**src/rtl/riscv_lsu_pkg.sv**
```systemverilog
// Shared definitions for the load/store unit and its downstream sign_extender:
// funct3 encodings, load-type codes and the LSU state encoding.
package riscv_lsu_pkg;

  localparam logic [2:0] F3_B  = 3'b000;
  localparam logic [2:0] F3_H  = 3'b001;
  localparam logic [2:0] F3_W  = 3'b010;
  localparam logic [2:0] F3_BU = 3'b100;
  localparam logic [2:0] F3_HU = 3'b101;

  localparam logic [2:0] LT_NONE = 3'd0;
  localparam logic [2:0] LT_LB   = 3'd1;
  localparam logic [2:0] LT_LH   = 3'd2;
  localparam logic [2:0] LT_LW   = 3'd3;
  localparam logic [2:0] LT_LBU  = 3'd4;
  localparam logic [2:0] LT_LHU  = 3'd5;

  typedef enum logic [1:0] {
    ST_IDLE,
    ST_REQ,
    ST_WAIT,
    ST_RESP
  } lsu_state_t;

  function automatic logic [2:0] load_type(input logic [2:0] f3);
    case (f3)
      F3_B:    return LT_LB;
      F3_H:    return LT_LH;
      F3_W:    return LT_LW;
      F3_BU:   return LT_LBU;
      F3_HU:   return LT_LHU;
      default: return LT_NONE;
    endcase
  endfunction

endpackage

```
**src/rtl/load_store_unit_if.sv**
```systemverilog
// Data-memory req/gnt/rvalid port between the LSU (master) and memory (slave).
interface load_store_unit_if #(
  parameter int AW = 32,
  parameter int DW = 32
);
  logic          data_req;
  logic          data_gnt;
  logic [AW-1:0] data_addr;
  logic          data_we;
  logic [3:0]    data_be;
  logic [DW-1:0] data_wdata;
  logic          data_rvalid;
  logic [DW-1:0] data_rdata;

  modport master (
    output data_req, data_addr, data_we, data_be, data_wdata,
    input  data_gnt, data_rvalid, data_rdata
  );

  modport slave (
    input  data_req, data_addr, data_we, data_be, data_wdata,
    output data_gnt, data_rvalid, data_rdata
  );
endinterface

```
**src/rtl/lsu_lane_align.sv**
```systemverilog
// Combinational lane logic: byte enables, store-data replication, load-data
// extraction (shifted to bit 0, zero-filled) and misalignment/illegal-op flag.
module lsu_lane_align
  import riscv_lsu_pkg::*;
(
  input  logic [2:0]  funct3,
  input  logic        we,
  input  logic [1:0]  addr_lo,
  input  logic [31:0] wdata,
  input  logic [31:0] rdata,
  output logic [3:0]  be,
  output logic [31:0] wdata_rep,
  output logic [31:0] rdata_ext,
  output logic        err
);

  always_comb begin
    be        = '0;
    wdata_rep = wdata;
    rdata_ext = rdata;
    err       = 1'b0;
    case (funct3)
      F3_B, F3_BU: begin
        be        = 4'b0001 << addr_lo;
        wdata_rep = {4{wdata[7:0]}};
        rdata_ext = (rdata >> {addr_lo, 3'b000}) & 32'h0000_00FF;
        err       = we && (funct3 == F3_BU);
      end
      F3_H, F3_HU: begin
        be        = 4'b0011 << {addr_lo[1], 1'b0};
        wdata_rep = {2{wdata[15:0]}};
        rdata_ext = {16'h0000, addr_lo[1] ? rdata[31:16] : rdata[15:0]};
        err       = addr_lo[0] || (we && (funct3 == F3_HU));
      end
      F3_W: begin
        be  = 4'b1111;
        err = (addr_lo != 2'b00);
      end
      default: err = 1'b1;
    endcase
  end

endmodule

```
**src/rtl/load_store_unit.sv**
```systemverilog
// Multicycle load/store unit: one op from execute, one req/gnt/rvalid memory
// transaction, then a one-cycle completion pulse with aligned load data.
module load_store_unit
  import riscv_lsu_pkg::*;
#(
  parameter int AW = 32,
  parameter int DW = 32
) (
  input  logic                clk,
  input  logic                rst_n,
  input  logic                ex_valid,
  output logic                ex_ready,
  input  logic                ex_we,
  input  logic [2:0]          ex_funct3,
  input  logic [AW-1:0]       ex_addr,
  input  logic [DW-1:0]       ex_wdata,
  load_store_unit_if.master   dmem,
  output logic                lsu_valid,
  output logic [DW-1:0]       lsu_rdata,
  output logic [2:0]          lsu_type,
  output logic                lsu_err
);

  lsu_state_t  state;
  logic        op_we;
  logic [2:0]  op_f3;
  logic [1:0]  op_lo;

  logic        al_we;
  logic [2:0]  al_f3;
  logic [1:0]  al_lo;
  logic [3:0]  al_be;
  logic [31:0] al_wdata;
  logic [31:0] al_rdata;
  logic        al_err;

  assign ex_ready = (state == ST_IDLE);

  // One aligner serves both phases: live request fields while idle (be/wdata/err),
  // latched fields afterwards (load extraction on rvalid).
  assign al_we = ex_ready ? ex_we            : op_we;
  assign al_f3 = ex_ready ? ex_funct3        : op_f3;
  assign al_lo = ex_ready ? ex_addr[1:0]     : op_lo;

  lsu_lane_align u_align (
    .funct3    (al_f3),
    .we        (al_we),
    .addr_lo   (al_lo),
    .wdata     (ex_wdata),
    .rdata     (dmem.data_rdata),
    .be        (al_be),
    .wdata_rep (al_wdata),
    .rdata_ext (al_rdata),
    .err       (al_err)
  );

  always_ff @(posedge clk or negedge rst_n) begin
    if (!rst_n) begin
      state           <= ST_IDLE;
      op_we           <= 1'b0;
      op_f3           <= '0;
      op_lo           <= '0;
      dmem.data_req   <= 1'b0;
      dmem.data_addr  <= '0;
      dmem.data_we    <= 1'b0;
      dmem.data_be    <= '0;
      dmem.data_wdata <= '0;
      lsu_valid       <= 1'b0;
      lsu_rdata       <= '0;
      lsu_type        <= LT_NONE;
      lsu_err         <= 1'b0;
    end else begin
      lsu_valid <= 1'b0;
      case (state)
        ST_IDLE: begin
          if (ex_valid) begin
            op_we <= ex_we;
            op_f3 <= ex_funct3;
            op_lo <= ex_addr[1:0];
            if (al_err) begin
              state     <= ST_RESP;
              lsu_valid <= 1'b1;
              lsu_err   <= 1'b1;
              lsu_type  <= LT_NONE;
              lsu_rdata <= '0;
            end else begin
              state           <= ST_REQ;
              dmem.data_req   <= 1'b1;
              dmem.data_addr  <= {ex_addr[AW-1:2], 2'b00};
              dmem.data_we    <= ex_we;
              dmem.data_be    <= al_be;
              dmem.data_wdata <= al_wdata;
            end
          end
        end
        ST_REQ: begin
          if (dmem.data_gnt) begin
            dmem.data_req <= 1'b0;
            state         <= ST_WAIT;
          end
        end
        ST_WAIT: begin
          if (dmem.data_rvalid) begin
            state     <= ST_RESP;
            lsu_valid <= 1'b1;
            lsu_err   <= 1'b0;
            lsu_type  <= op_we ? LT_NONE : load_type(op_f3);
            lsu_rdata <= op_we ? '0 : al_rdata;
          end
        end
        ST_RESP: state <= ST_IDLE;
        default: state <= ST_IDLE;
      endcase
    end
  end

endmodule

```
**src/flat_wrapper.sv**
```systemverilog
// flat-port wrapper written by rule: the top's interface ports become plain ports
module load_store_unit_flat import riscv_lsu_pkg::*;
#(
  parameter int AW = 32,
  parameter int DW = 32
)
  (clk, rst_n, ex_valid, ex_ready, ex_we, ex_funct3, ex_addr, ex_wdata, lsu_valid, lsu_rdata, lsu_type, lsu_err, dmem_data_req, dmem_data_addr, dmem_data_we, dmem_data_be, dmem_data_wdata, dmem_data_gnt, dmem_data_rvalid, dmem_data_rdata);
  load_store_unit_if #(.AW(AW), .DW(DW)) dmem_i ();
  input  logic clk;
  input  logic rst_n;
  input  logic ex_valid;
  output logic ex_ready;
  input  logic ex_we;
  input  logic [2:0] ex_funct3;
  input  logic [AW-1:0] ex_addr;
  input  logic [DW-1:0] ex_wdata;
  output logic lsu_valid;
  output logic [DW-1:0] lsu_rdata;
  output logic [2:0] lsu_type;
  output logic lsu_err;
  output wire logic [$bits(dmem_i.data_req)-1:0] dmem_data_req;
  output wire logic [$bits(dmem_i.data_addr)-1:0] dmem_data_addr;
  output wire logic [$bits(dmem_i.data_we)-1:0] dmem_data_we;
  output wire logic [$bits(dmem_i.data_be)-1:0] dmem_data_be;
  output wire logic [$bits(dmem_i.data_wdata)-1:0] dmem_data_wdata;
  input wire logic [$bits(dmem_i.data_gnt)-1:0] dmem_data_gnt;
  input wire logic [$bits(dmem_i.data_rvalid)-1:0] dmem_data_rvalid;
  input wire logic [$bits(dmem_i.data_rdata)-1:0] dmem_data_rdata;
  assign dmem_data_req = dmem_i.data_req;
  assign dmem_data_addr = dmem_i.data_addr;
  assign dmem_data_we = dmem_i.data_we;
  assign dmem_data_be = dmem_i.data_be;
  assign dmem_data_wdata = dmem_i.data_wdata;
  assign dmem_i.data_gnt = dmem_data_gnt;
  assign dmem_i.data_rvalid = dmem_data_rvalid;
  assign dmem_i.data_rdata = dmem_data_rdata;
  load_store_unit #(.AW(AW), .DW(DW)) u_core (.clk(clk), .rst_n(rst_n), .ex_valid(ex_valid), .ex_ready(ex_ready), .ex_we(ex_we), .ex_funct3(ex_funct3), .ex_addr(ex_addr), .ex_wdata(ex_wdata), .dmem(dmem_i), .lsu_valid(lsu_valid), .lsu_rdata(lsu_rdata), .lsu_type(lsu_type), .lsu_err(lsu_err));
endmodule
```
**config.mk**
```make
export PLATFORM = sky130hd
export DESIGN_NAME = load_store_unit_flat
export DESIGN_NICKNAME = d
export VERILOG_FILES = /design/src/rtl/riscv_lsu_pkg.sv /design/src/rtl/load_store_unit_if.sv /design/src/rtl/lsu_lane_align.sv /design/src/rtl/load_store_unit.sv /design/src/flat_wrapper.sv
export SDC_FILE = /design/constraint.sdc
export NUM_CORES = 1
export LEC_CHECK = 0
export CAP_MARGIN = 40
export CORE_AREA = 5 5 117 119
export CTS_BUF_LIST = sky130_fd_sc_hd__clkbuf_2
export CTS_CLUSTER_DIAMETER = 120
export DETAILED_ROUTE_END_ITERATION = 12
export DIE_AREA = 0 0 122 124
export PLACE_DENSITY = 0.82
export SETUP_SLACK_MARGIN = 0.05
export SKIP_CTS_REPAIR_TIMING = 1
export SYNTH_ARGS = -nofsm -noshare
export SYNTH_HDL_FRONTEND = slang
export SYNTH_SLANG_ARGS = --single-unit
export TNS_END_PERCENT = 20
```
**constraint.sdc**
```tcl
create_clock -name clk -period 3.16 [get_ports clk]
set_clock_uncertainty 0.1 [all_clocks]
set_input_delay 0.632 -clock clk [delete_from_list [all_inputs] [get_ports clk]]
set_output_delay 0.632 -clock clk [all_outputs]
set_load 0.02 [all_outputs]
```
-- Yosys cells after proc, flatten, opt, wreduce, memory -nomap -nowiden
Cells that the tools add are included.
- bits in latches: 0
- ROM bits: 0
- memories: 0
- flip-flop bits (word level): 113
- RAM bits: 0
- muxes and demuxes: 36
- $add $sub $neg: 0
- reductions and logical operators: 16
- div/mod/pow operators: 0
- shift-type cells: 3
- multipliers: 0
- equal/unequal tests: 16
- bitwise gates (word level): 1
- $lt $le $gt $ge: 0
- operator list (cell ; count):
    32-bit one-hot mux with 2 select lines ; 3
    32-bit 2-to-1 mux ; 4
    32-bit by 5-bit right shift with 8-bit output ; 1
    16-bit 2-to-1 mux ; 1
    3-bit 2-to-1 mux ; 5
    3-bit one-hot mux with 5 select lines ; 1
    3-bit == test (second input constant) ; 4
    4-bit one-hot mux with 3 select lines ; 1
    1-bit 2-to-1 mux ; 10
    2-bit 2-to-1 mux ; 5
    2-bit inequality test (second input constant) ; 5
    2-bit one-hot mux with 4 select lines ; 1
    4-bit AND reduction ; 2
    3-bit by 1-bit == test with 1-bit output (second input constant) ; 2
    3-bit by 2-bit == test with 1-bit output (second input constant) ; 2
    3-bit zero test ; 2
    1-bit one-hot mux with 2 select lines ; 3
    3-bit one-hot mux with 2 select lines ; 1
    3-bit AND reduction ; 2
    2-bit nonzero test ; 3
    2-bit == test (second input constant) ; 2
    2-bit OR reduction ; 2
    1-bit by 2-bit left shift with 4-bit output (first input constant) ; 1
    2-bit by 2-bit left shift with 4-bit output (first input constant) ; 1
    7 further kinds ; 8

-- Longest topological paths before layout
Gate-level depths: netlist (run 1).
- depth after elaboration: 9
- gate-level depth with buffers: 11
- depth with buffers taken out: 7

-- By module
A second synthesis (run 1) with hierarchy kept.
- cell total of the unflattened synthesis: 415
- area total of the unflattened synthesis: 5362.6 sq um
- by module, submodules not included (module ; area each (sq um) ; seq. area each (sq um) ; cells each ; instances):
    load_store_unit ; 4349.2 ; 2827.7 ; 279 ; 1
    lsu_lane_align ; 1013.5 ; 0.0 ; 136 ; 1

-- Worst setup path after synthesis (run 1)
No wires, ideal clock.
- kind: register to register
- start: reg u_core.state[0]
- end: reg u_core.dmem.data_addr[24]
- slack: 817 ps
- clock period less this slack: 2343 ps
- arrival time: 2118 ps
- cell stages (with the launch flop): 10
- library setup time: 125 ps
- cells stage by stage: dfrtp_1 inv_1 ha_1 buf_6 mux2i_1 and4_4 o211ai_4 buf_6 buf_6 mux2_4
- cells in the longest elaborated chain, start to end: 8
- elaborated cells between the ends (all ways): 18
- classes of those cells: eq/ne: 4; mux: 4; bitwise: 1; reduce/logical: 9
- RTL lines (item ; line ; text):
    start: declaration ; load_store_unit.sv:24 ; lsu_state_t state;
    start signal: assignment ; load_store_unit.sv:59 ; state <= ST_IDLE;
    start signal: assignment ; load_store_unit.sv:81 ; state <= ST_RESP;
    start signal: assignment ; load_store_unit.sv:87 ; state <= ST_REQ;
    2-bit zero test (*) ; load_store_unit.sv:37 ; assign ex_ready = (state == ST_IDLE);
    named net ex_ready ; flat_wrapper.sv:12 ; output logic ex_ready;
    3-bit 2-to-1 mux ; load_store_unit.sv:42 ; assign al_f3 = ex_ready ? ex_funct3 : op_f3;
    3-bit == test ; lsu_lane_align.sv:22, lsu_lane_align.sv:33 ;
    1-bit logical AND ; lsu_lane_align.sv:33 ; err = addr_lo[0] || (we && (funct3 == F3_HU));
    1-bit logical OR ; lsu_lane_align.sv:33 ;
    1-bit one-hot mux with 3 select lines ; lsu_lane_align.sv:22 ; case (funct3)
    1-bit inverter (no source line) ; n/a ;
    3-bit AND reduction (no source line) (*) ; n/a ;
    end signal: assignment ; load_store_unit.sv:89 ; dmem.data_addr <= {ex_addr[AW-1:2], 2'b00};
    end: declaration ; load_store_unit_if.sv:16 ; output data_req, data_addr, data_we, data_be, data_wdata,
Mark *: on every way through the listed nets, which the timed path passes. The rest lies on a longest branch.
A chain may end at the register's enable or synchronous reset.

-- Worst setup path after layout (run 1)
- start: reg u_core.state[1]
- end: out ex_ready
- cells in the longest elaborated chain, start to end: 1
- RTL lines (item ; line):
    2-bit zero test ; load_store_unit.sv:37
    end: declaration ; flat_wrapper.sv:12
No other way between the ends.

==> results of run 1 <==
[logic make-up after synthesis]
group                      count (synthesis)
AOI/OAI and AO/OA                        150
xor gates and xnor gates                   1
adders and majority gates                  4
buffers and inverters                     40
DFF                                      113
muxes                                     83
other                                      1
and+or+nand+nor                          114
[worst min-delay path by stage]
stage	start	to	slack [ns]
6_report	u_core.dmem.data_wdata[15]$_DFFE_PN0P_	u_core.dmem.data_wdata[15]$_DFFE_PN0P_	0.40
5_1_grt	ex_addr[28]	u_core.dmem.data_addr[28]$_DFFE_PN0P_	0.31
4_1_cts	rst_n	u_core.dmem.data_addr[28]$_DFFE_PN0P_	-0.14
3_5_place_dp	u_core.dmem.data_wdata[15]$_DFFE_PN0P_	u_core.dmem.data_wdata[15]$_DFFE_PN0P_	0.37
3_3_place_gp	u_core.dmem.data_wdata[9]$_DFFE_PN0P_	u_core.dmem.data_wdata[9]$_DFFE_PN0P_	0.36
2_1_floorplan	rst_n	u_core.dmem.data_addr[10]$_DFFE_PN0P_	0.24
[cell type report]
type	instances	area, um^2
clock buffer	18	90.09
clock inverter	14	98.84
fill	991	4436
inverter	6	22.52
multi-input combinational	354	2536
sequential	113	2828
tap	172	215.2
timing repair buffer	225	2240
[through the flow]
| step | total power, W | setup TNS (ns) |
|---|---|---|
| floorplan | 0.005195 | 0 |
| global placement | 0.006919 | 0 |
| CTS | 0.007915 | -0.3737 |
| global route | 0.008410 | 0 |
| detailed placement | 0.007077 | 0 |
| finish | 0.007905 | 0 |
[flip-flops by register name (all words and copies together), names as in the netlist, 2 cells and up]
register and cells:
u_core.dmem.data_addr 30, u_core.dmem.data_be 4, u_core.dmem.data_wdata 32, u_core.lsu_rdata 32, u_core.lsu_type 3, u_core.op_f3 3
u_core.op_lo 2, u_core.state 2
[power by group through the flow]
| stage | combinational [W] | sequential [W] | clock [W] |
|---|---|---|---|
| finish | 0.00464 | 0.00244 | 0.000822 |
| global route | 0.00496 | 0.00252 | 0.000927 |
| CTS | 0.00462 | 0.00245 | 0.000848 |
| detailed placement | 0.00459 | 0.00248 | 0 |
| global placement | 0.00448 | 0.00244 | 0 |
| floorplan | 0.00207 | 0.00312 | 0 |
[cell usage in the layout, fill, tap and decap left out, types with 8 or more instances in the layout]
master,count
mux2i_1,17
nor2_1,9
and3_1,8
o31ai_1,10
a221oi_1,8
clkbuf_2,18
a21oi_1,8
o21ai_0,84
mux2_4,10
clkdlybuf4s50_1,209
dfrtp_1,113
a222oi_1,8
mux2_2,49
nand2_1,76
buf_4,13
o221ai_1,8
[per-layer routing]
metal | vias to the layer above | global-route usage [%] | wire length (um)
li1 | 2262 | - | -
met1 | 2425 | 25.36 | 6229
met2 | 278 | 36.77 | 8519
met3 | 37 | 9.310 | 1772
met4 | 0 | 8.263 | 316
met5 | - | 0 | 0
[worst max-delay path, stage by stage (launching register included)]
cell and delay, ns:
dfrtp_1 0.40, inv_1 0.17, ha_4 0.18, buf_4 0.16, clkdlybuf4s50_1 0.62
[cell usage after synthesis, drive strengths merged (2+ instances only)]
| library cell | count |
|---|---|
| dfrtp | 113 |
| o21ai | 88 |
| nand2 | 77 |
| mux2 | 63 |
| buf | 24 |
| mux2i | 20 |
| a21oi | 10 |
| clkbuf | 10 |
| nor2 | 10 |
| o31ai | 10 |
| a221oi | 8 |
| a222oi | 8 |
| and3 | 8 |
| o221ai | 8 |
| a22o | 7 |
| inv | 6 |
| ha | 4 |
| nor3b | 4 |
| nand2b | 3 |
| nand3 | 3 |
| or2 | 3 |
| a31oi | 2 |
| nor2b | 2 |
| nor3 | 2 |
| o211a | 2 |
==> qor.csv, run 1 <==
metric;value;unit
status;completed;
Reg2Reg Launch Point;u_core.state[1]$_DFFE_PN0P_;
post-synthesis mux area share;17.29;%
Sinks on Clock Net;113;
reg2reg end;u_core.lsu_rdata[2]$_DFFE_PN0P_;
Max VDD drop;0.5622;mV
CP arrival;2.21;ns
post-synthesis sequential area ratio;50.56;%
clock tree root buffer cell;clkbuf_2;
Rel. slew slack;59.22;%
Util after Layout;64.42;%
post-route cell area;0.008030;mm^2
Nets;826;
cell area after synthesis;0.005593;mm^2
Die W;122;um
layout cell share with drive strength beyond 1;15.89;%
top achievable clock speed;340.3;MHz
Die H;124;um
core area;0.01247;mm^2
Post-DRT Antenna Nets;0;
final hold viol count;0;
Pins Over Slew Limit;0;
CTS Buffer Depth;2;
diode count;0;
die area;0.01513;mm^2
wire length of the first global-routing pass;25750;um
routability cong.;0.8725;
WHS;0.3965;ns
vias;5002;
TritonRoute pass-1 iters;5;
Switching Share;43.03;%
vias per inst;5.545;
cell internal pwr;0.004503;W
routed len/inst;18.67;um
Critical Path RT;2.43;ns
Net Switching;0.003402;W
PortBufs;210;
Setup WS pre-CTS;0.3406;ns
initial antenna violation count;0;
placed cell area;0.007796;mm^2
EDFF count, synth;0;
Non-Filler Instances;902;
row cnt;41;
Synth area leader;dfrtp_1;
DP HPWL;12430;um
post-synthesis compound-gate area fraction;17.16;%
main flop type after synthesis;dfrtp_1;
logic gate share of total power;58.7;%
minimum clock period;2.938;ns
Num CTS Buffers;17;
WHS Path Cells;2;
P&R area growth vs syn;43.58;%
CTS tree;built;
Starting Density;44.87;%
Worst setup EP type;primary output;
RSZ-0062 raised after global routing;false;
drc violations;0;
worst reg2reg setup slack;0.64;ns
final WL;16840;um
pin count of the biggest net entering global routing;114;
final setup fails;0;
largest family of logic cells by synthesized area;multiplexers;
P_leak;3.455;nW
Post-Syn Instances;506;
fin crit share;92.98;%
Yosys top cell area share;50.56;%
top cells by area, synth;dfrtp_1 51%, mux2_2 9.9%, o21ai_0 7.5%, nand2_1 5.1%, mux2i_1 3.0%;
worst-margin pin slew;0.6117;ns
max-cap violations;0;
Avg Inst Size Synth;11.05;um^2
synthesis-stage register bit count;113;
vias in the first global route;5053;
crit path kind;register to primary output;
clk_lat worst skew;0.70;ns
Ys Warns;0;
crit start category;register;
Sequential Power Share;30.9;%
initial drt markers;624;
setup ws final;0.2217;ns
PD cells;984.4;mW/mm^2
H-tree depth;4;
Total GRT Usage;22.03;%
Hold WC Path Type;register to register;
R2R depth;8;
library cells used by synthesis;50;
Post-Synth XOR/XNOR Area;0.1566;%
CTS clk-pin slew, worst paths;0.15;ns
adder-cell share of the synthesized area;0.8949;%
Critical Path Sink;ex_ready;
CP Max Fanout;8;
dpl cells;866;
Clock power frac;10.4;%
simple-gate share of the synthesized area;9.485;%
Top Ports;213;
Synth async-reset ratio;100.0;%
gr ovfl total;0;
Crit. Startpoint;u_core.state[1]$_DFFE_PN0P_;
No activity file was read; power rests on OpenSTA's default activity.
==> run 2: changes to the inputs <==
Settings changed: CORE_AREA 5 5 117 119 to 5 5 118 120, DIE_AREA 0 0 122 124 to 0 0 123 125, PLACE_DENSITY 0.82 to 0.8.
==> qor.csv, run 2 (synthesis results as in run 1) <==
metric;value;unit;change
TritonRoute pass-1 iters;6;;was 5
CP Max Fanout;9;;was 8
Die W;123;um;was 122 um
pin count of the biggest net entering global routing;96;;was 114
crit start category;register;;unchanged
fin crit share;85.20;%;was 92.98%
Total GRT Usage;22.19;%;was 22.03%
Num CTS Buffers;17;;unchanged
Pins Over Slew Limit;0;;unchanged
final hold viol count;0;;unchanged
wire length of the first global-routing pass;26570;um;was 25750 um
Post-DRT Antenna Nets;0;;unchanged
core area;0.01287;mm^2;was 0.01247 mm^2
Critical Path RT;2.43;ns;about the same
CTS tree;built;;unchanged
top achievable clock speed;371.4;MHz;was 340.3 MHz
max-cap violations;0;;unchanged
drc violations;0;;unchanged
clock tree root buffer cell;clkbuf_2;;unchanged
CTS Buffer Depth;2;;unchanged
clk_lat worst skew;0.64;ns;was 0.70 ns
setup ws final;0.4678;ns;was 0.2217 ns
DP HPWL;12660;um;was 12430 um
Rel. slew slack;55.55;%;was 59.22%
Starting Density;43.44;%;was 44.87%
status;completed;;unchanged
row cnt;42;;was 41
commonest non-fill, non-tap cell in the layout;clkdlybuf4s50_1;;unchanged
worst-margin pin slew;0.6667;ns;was 0.6117 ns
routed len/inst;19.00;um;was 18.67 um
CP arrival;1.96;ns;was 2.21 ns
vias;4892;;was 5002
die area;0.01538;mm^2;was 0.01513 mm^2
CTS clk-pin slew, worst paths;0.14;ns;was 0.15 ns
Die H;125;um;was 124 um
final WL;17160;um;was 16840 um
placed cell area;0.007809;mm^2;was 0.007796 mm^2
Sinks on Clock Net;113;;unchanged
P_leak;3.479;nW;was 3.455 nW
Power Total;0.008039;W;was 0.007905 W
layout cell share with drive strength beyond 1;15.68;%;was 15.89%
Fill cells;1070;;was 991
total negative slack;0;ns;unchanged
H-tree depth;4;;unchanged
initial drt markers;467;;was 624
Max VDD drop;0.5011;mV;was 0.5622 mV
Nets;824;;was 826
Setup WS pre-CTS;0.3194;ns;was 0.3406 ns
crit path kind;register to primary output;;unchanged
initial antenna violation count;0;;unchanged
minimum clock period;2.692;ns;was 2.938 ns
diode count;0;;unchanged
most frequent cells in the layout;208 x clkdlybuf4s50_1, 113 x dfrtp_1, 84 x o21ai_0;;was 209 x clkdlybuf4s50_1, 113 x dfrtp_1, 84 x o21ai_0
Top Ports;213;;unchanged
vias per inst;5.417;;was 5.545
P&R area growth vs syn;43.91;%;was 43.58%
Hold WC Path Type;register to register;;unchanged
final setup fails;0;;unchanged
gr ovfl total;0;;unchanged
vias in the first global route;5135;;was 5053
PD cells;998.7;mW/mm^2;was 984.4 mW/mm^2
RSZ-0062 raised after global routing;false;;unchanged
worst reg2reg setup slack;0.59;ns;was 0.64 ns
routability cong.;0.8893;;was 0.8725
largest registers;u_core.dmem.data_wdata: 32 flops, u_core.lsu_rdata: 32 flops, u_core.dmem.data_addr: 30 flops;;unchanged
Worst setup EP type;primary output;;unchanged
post-route cell area;0.008049;mm^2;was 0.008030 mm^2
PortBufs;210;;unchanged
==> run 2: cell types whose count changed in the layout (fill, tap and decap cells not counted) <==
cell             change
clkdlybuf4s50_1      -1
clkbuf_2             +4
clkinvlp_4           -1
ha_4                 -1
dlymetal6s2s_1       +1
clkinv_1             -1
bufinv_16            +2
clkinv_4             -2
clkinv_2             -3
buf_4                -2
ha_2                 +1
==> run 2: worst paths after layout <==
check | cells past startpoint | end | start
worst min register to register | 2 | u_core.dmem.data_wdata[8]$_DFFE_PN0P_ | u_core.dmem.data_wdata[8]$_DFFE_PN0P_
worst min-delay path | 2 | u_core.dmem.data_wdata[8]$_DFFE_PN0P_ | u_core.dmem.data_wdata[8]$_DFFE_PN0P_
worst max register to register | 8 | u_core.lsu_rdata[4]$_DFFE_PN0P_ | u_core.state[0]$_DFFE_PN0P_
min in group asynchronous | 2 | u_core.lsu_rdata[7]$_DFFE_PN0P_ | rst_n
max in group asynchronous | 3 | u_core.dmem.data_addr[23]$_DFFE_PN0P_ | rst_n
worst max-delay path | 4 | ex_ready | u_core.state[0]$_DFFE_PN0P_
==> run 2: through the flow <==
step                std cells  hold WS [ns]  util, %
finish                    903        0.3956    62.52
global route              903        0.3765    62.52
CTS                       902       -0.1754    62.40
detailed placement        871        0.3708    60.65
global placement          870        0.3614    60.59
floorplan                 507        0.2364        -
==> run 2: layout make-up <==
type / instances / area, um^2 / area share (%)
Tap cell: 176 / 220.2 / 2.736
Timing Repair Buffer: 223 / 2227 / 27.67
Sequential cell: 113 / 2828 / 35.13
Inverter: 6 / 22.52 / 0.2798
Clock inverter: 9 / 115.1 / 1.430
Multi-Input combinational cell: 354 / 2526 / 31.39
Clock buffer: 22 / 110.1 / 1.368
==> run 2: per-layer routing <==
| metal | routed length, um | part of all wire [%] | track usage, % | up-vias |
|---|---|---|---|---|
| li1 | - | - | - | 2275 |
| met1 | 6560 | 38 | 26.28 | 2347 |
| met3 | 1482 | 8.6 | 6.775 | 39 |
| met4 | 518 | 3.0 | 9.511 | 0 |
| met2 | 8596 | 50 | 37.09 | 231 |
| met5 | 0 | 0 | 0 | - |
==> run 2: critical path, cell delays in order, from the launching register on <==
cell and delay [ns]:
dfrtp_1 0.42, inv_1 0.13, ha_2 0.29, buf_4 0.24
dlymetal6s2s_1 0.26
==> run 2: report_power, final <==
group / internal [W] / leakage, nW / switching, W
combinational: 0.00215 / 1.89 / 0.00249
clock: 0.000441 / 0.148 / 0.000524
sequential: 0.00206 / 1.44 / 0.000370
total: 0.00466 / 3.48 / 0.00338
==> run 3: changes to the inputs <==
Settings changed: CORE_AREA 5 5 118 120 to 5 5 135 105, CTS_CLUSTER_DIAMETER 120 to unset, DIE_AREA 0 0 123 125 to 0 0 140 110, PLACE_DENSITY 0.8 to 0.81.
Clock period 3.16 ns to 3.4 ns, I/O delays scaled along.
==> qor.csv, run 3 (synthesis results as in run 1) <==
metric;value;unit;change
H-tree depth;4;;unchanged
CP arrival;2.34;ns;was 1.96 ns
Worst setup EP type;primary output;;unchanged
crit path kind;register to primary output;;unchanged
routability cong.;0.9086;;was 0.8893
status;completed;;unchanged
Post-DRT Antenna Nets;0;;unchanged
row cnt;36;;was 42
Max VDD drop;0.7025;mV;was 0.5011 mV
worst-margin pin slew;0.8419;ns;was 0.6667 ns
Nets;820;;was 824
Clock power frac;13.1;%;was 12.0%
fin crit share;91.74;%;
Top Ports;213;;unchanged
Critical Path RT;2.62;ns;was 2.43 ns
Fill cells;1030;;was 1070
layout cell share with drive strength beyond 1;15.63;%;was 15.68%
core area;0.01270;mm^2;was 0.01287 mm^2
CTS tree;built;;unchanged
RSZ-0062 raised after global routing;false;;unchanged
commonest non-fill, non-tap cell in the layout;clkdlybuf4s50_1;;unchanged
Rel. slew slack;43.88;%;was 55.55%
setup ws final;0.2810;ns;was 0.4678 ns
gr ovfl total;0;;unchanged
drc violations;0;;unchanged
CP Max Fanout;12;;was 9
Die W;140;um;was 123 um
Hold WC Path Type;input pin to asynchronous set/reset pin;;was register to register
Sinks on Clock Net;113;;unchanged
total negative slack;0;ns;unchanged
crit start category;register;;unchanged
cell internal pwr;0.004371;W;was 0.004657 W
Pins Over Slew Limit;0;;unchanged
Reg area;0.002828;mm^2;unchanged
vias in the first global route;5101;;was 5135
pin count of the biggest net entering global routing;96;;unchanged
most frequent cells in the layout;209 x clkdlybuf4s50_1, 113 x dfrtp_1, 84 x o21ai_0;;was 208 x clkdlybuf4s50_1, 113 x dfrtp_1, 84 x o21ai_0
Die H;110;um;was 125 um
CTS clk-pin slew, worst paths;0.17;ns;was 0.14 ns
final hold viol count;0;;unchanged
Switching Share;42.19;%;was 42.07%
initial drt markers;420;;was 467
Starting Density;44.03;%;was 43.44%
vias;4949;;was 4892
P&R area growth vs syn;44.05;%;was 43.91%
PD cells;938.5;mW/mm^2;was 998.7 mW/mm^2
initial antenna violation count;1;;was 0
clock tree root buffer cell;clkbuf_2;;unchanged
DP HPWL;12630;um;was 12660 um
Setup WS pre-CTS;0.4527;ns;was 0.3194 ns
minimum clock period;3.119;ns;
Num CTS Buffers;17;;unchanged
max-cap violations;0;;unchanged
TritonRoute pass-1 iters;5;;was 6
Net Switching;0.003190;W;was 0.003382 W
die area;0.01540;mm^2;was 0.01538 mm^2
WHS;0.007874;ns;was 0.3956 ns
logic gate share of total power;56.9;%;was 57.7%
wire length of the first global-routing pass;26650;um;was 26570 um
P_leak;3.457;nW;was 3.479 nW
CTS Buffer Depth;2;;unchanged
Sequential Power Share;30.0;%;was 30.3%
PortBufs;210;;unchanged
area occupied by multi-input gates;0.002536;mm^2;was 0.002526 mm^2
top achievable clock speed;320.6;MHz;
final setup fails;0;;unchanged
clk_lat worst skew;0.62;ns;was 0.64 ns
routed len/inst;19.37;um;was 19.00 um
final WL;17340;um;was 17160 um
largest registers;u_core.dmem.data_wdata: 32 flops, u_core.lsu_rdata: 32 flops, u_core.dmem.data_addr: 30 flops;;unchanged
Total GRT Usage;21.80;%;was 22.19%
vias per inst;5.530;;was 5.417
Power Total;0.007561;W;was 0.008039 W
[run 3: cell types whose count changed in the layout (fill, tap and decap cells not counted)]
cell,before,now
ha_4,0,1
clkdlybuf4s50_1,208,209
clkinv_2,2,3
dlymetal6s2s_1,1,0
clkbuf_2,22,19
dlygate4sd3_1,1,0
clkinv_4,0,1
buf_4,11,8
bufinv_16,3,4
diode_2,0,1
clkinvlp_4,0,2
ha_2,1,0
clkinv_1,4,2
[run 3: area by class of cell]
cell class,count,share of cell area (%)
Tap cell,171,2.656
Antenna cell,1,0.03106
Sequential cell,113,35.10
Clock buffer,19,1.180
Clock inverter,12,2.066
Timing Repair Buffer,219,27.21
Multi-Input combinational cell,354,31.48
Inverter,6,0.2795
[run 3: power by group through the flow]
stage                     clock [W]  combinational [W]  sequential, W
after floorplan                   0            0.00192        0.00290
after global placement            0            0.00418        0.00225
after detailed placement          0            0.00428        0.00230
after CTS                   0.00102            0.00429        0.00227
after global routing        0.00108            0.00458        0.00235
final                      0.000989            0.00430        0.00227
[run 3: worst paths after layout]
path / start / depth (start not counted) / end / slack [ns]
worst max-delay path: u_core.state[0]$_DFFE_PN0P_ / 4 / ex_ready / 0.28
worst min-delay path: rst_n / 1 / u_core.state[0]$_DFFE_PN0P_ / 0.008
worst max register to register: u_core.state[0]$_DFFE_PN0P_ / 7 / u_core.lsu_rdata[4]$_DFFE_PN0P_ / 0.70
worst min register to register: u_core.dmem.data_wdata[28]$_DFFE_PN0P_ / 2 / u_core.dmem.data_wdata[28]$_DFFE_PN0P_ / 0.40
max in group asynchronous: rst_n / 2 / u_core.lsu_type[0]$_DFFE_PN0P_ / 2.36
min in group clk: u_core.dmem.data_wdata[28]$_DFFE_PN0P_ / 2 / u_core.dmem.data_wdata[28]$_DFFE_PN0P_ / 0.40
[run 3: layer usage]
| metal | GRT usage (%) | vias up | share of wire [%] |
|---|---|---|---|
| li1 | - | 2253 | - |
| met1 | 29.41 | 2404 | 43 |
| met2 | 34.63 | 254 | 47 |
| met3 | 5.002 | 38 | 8.1 |
| met4 | 8.506 | 0 | 2.3 |
| met5 | 0 | - | 0 |
[run 3: worst max-delay path, stage by stage (launching register included)]
cell             delay [ns]
dfrtp_1                0.43
inv_1                  0.15
ha_4                   0.29
buf_4                  0.22
clkdlybuf4s50_1        0.62
[run 3: stage by stage]
step / util, % / area [um^2] / instances
2_1_floorplan: - / 5597 / 507
3_3_place_gp: 61.19 / 7772 / 862
3_5_place_dp: 61.25 / 7780 / 863
4_1_cts: 63.31 / 8041 / 894
5_1_grt: 63.43 / 8056 / 895
6_report: 63.43 / 8056 / 895
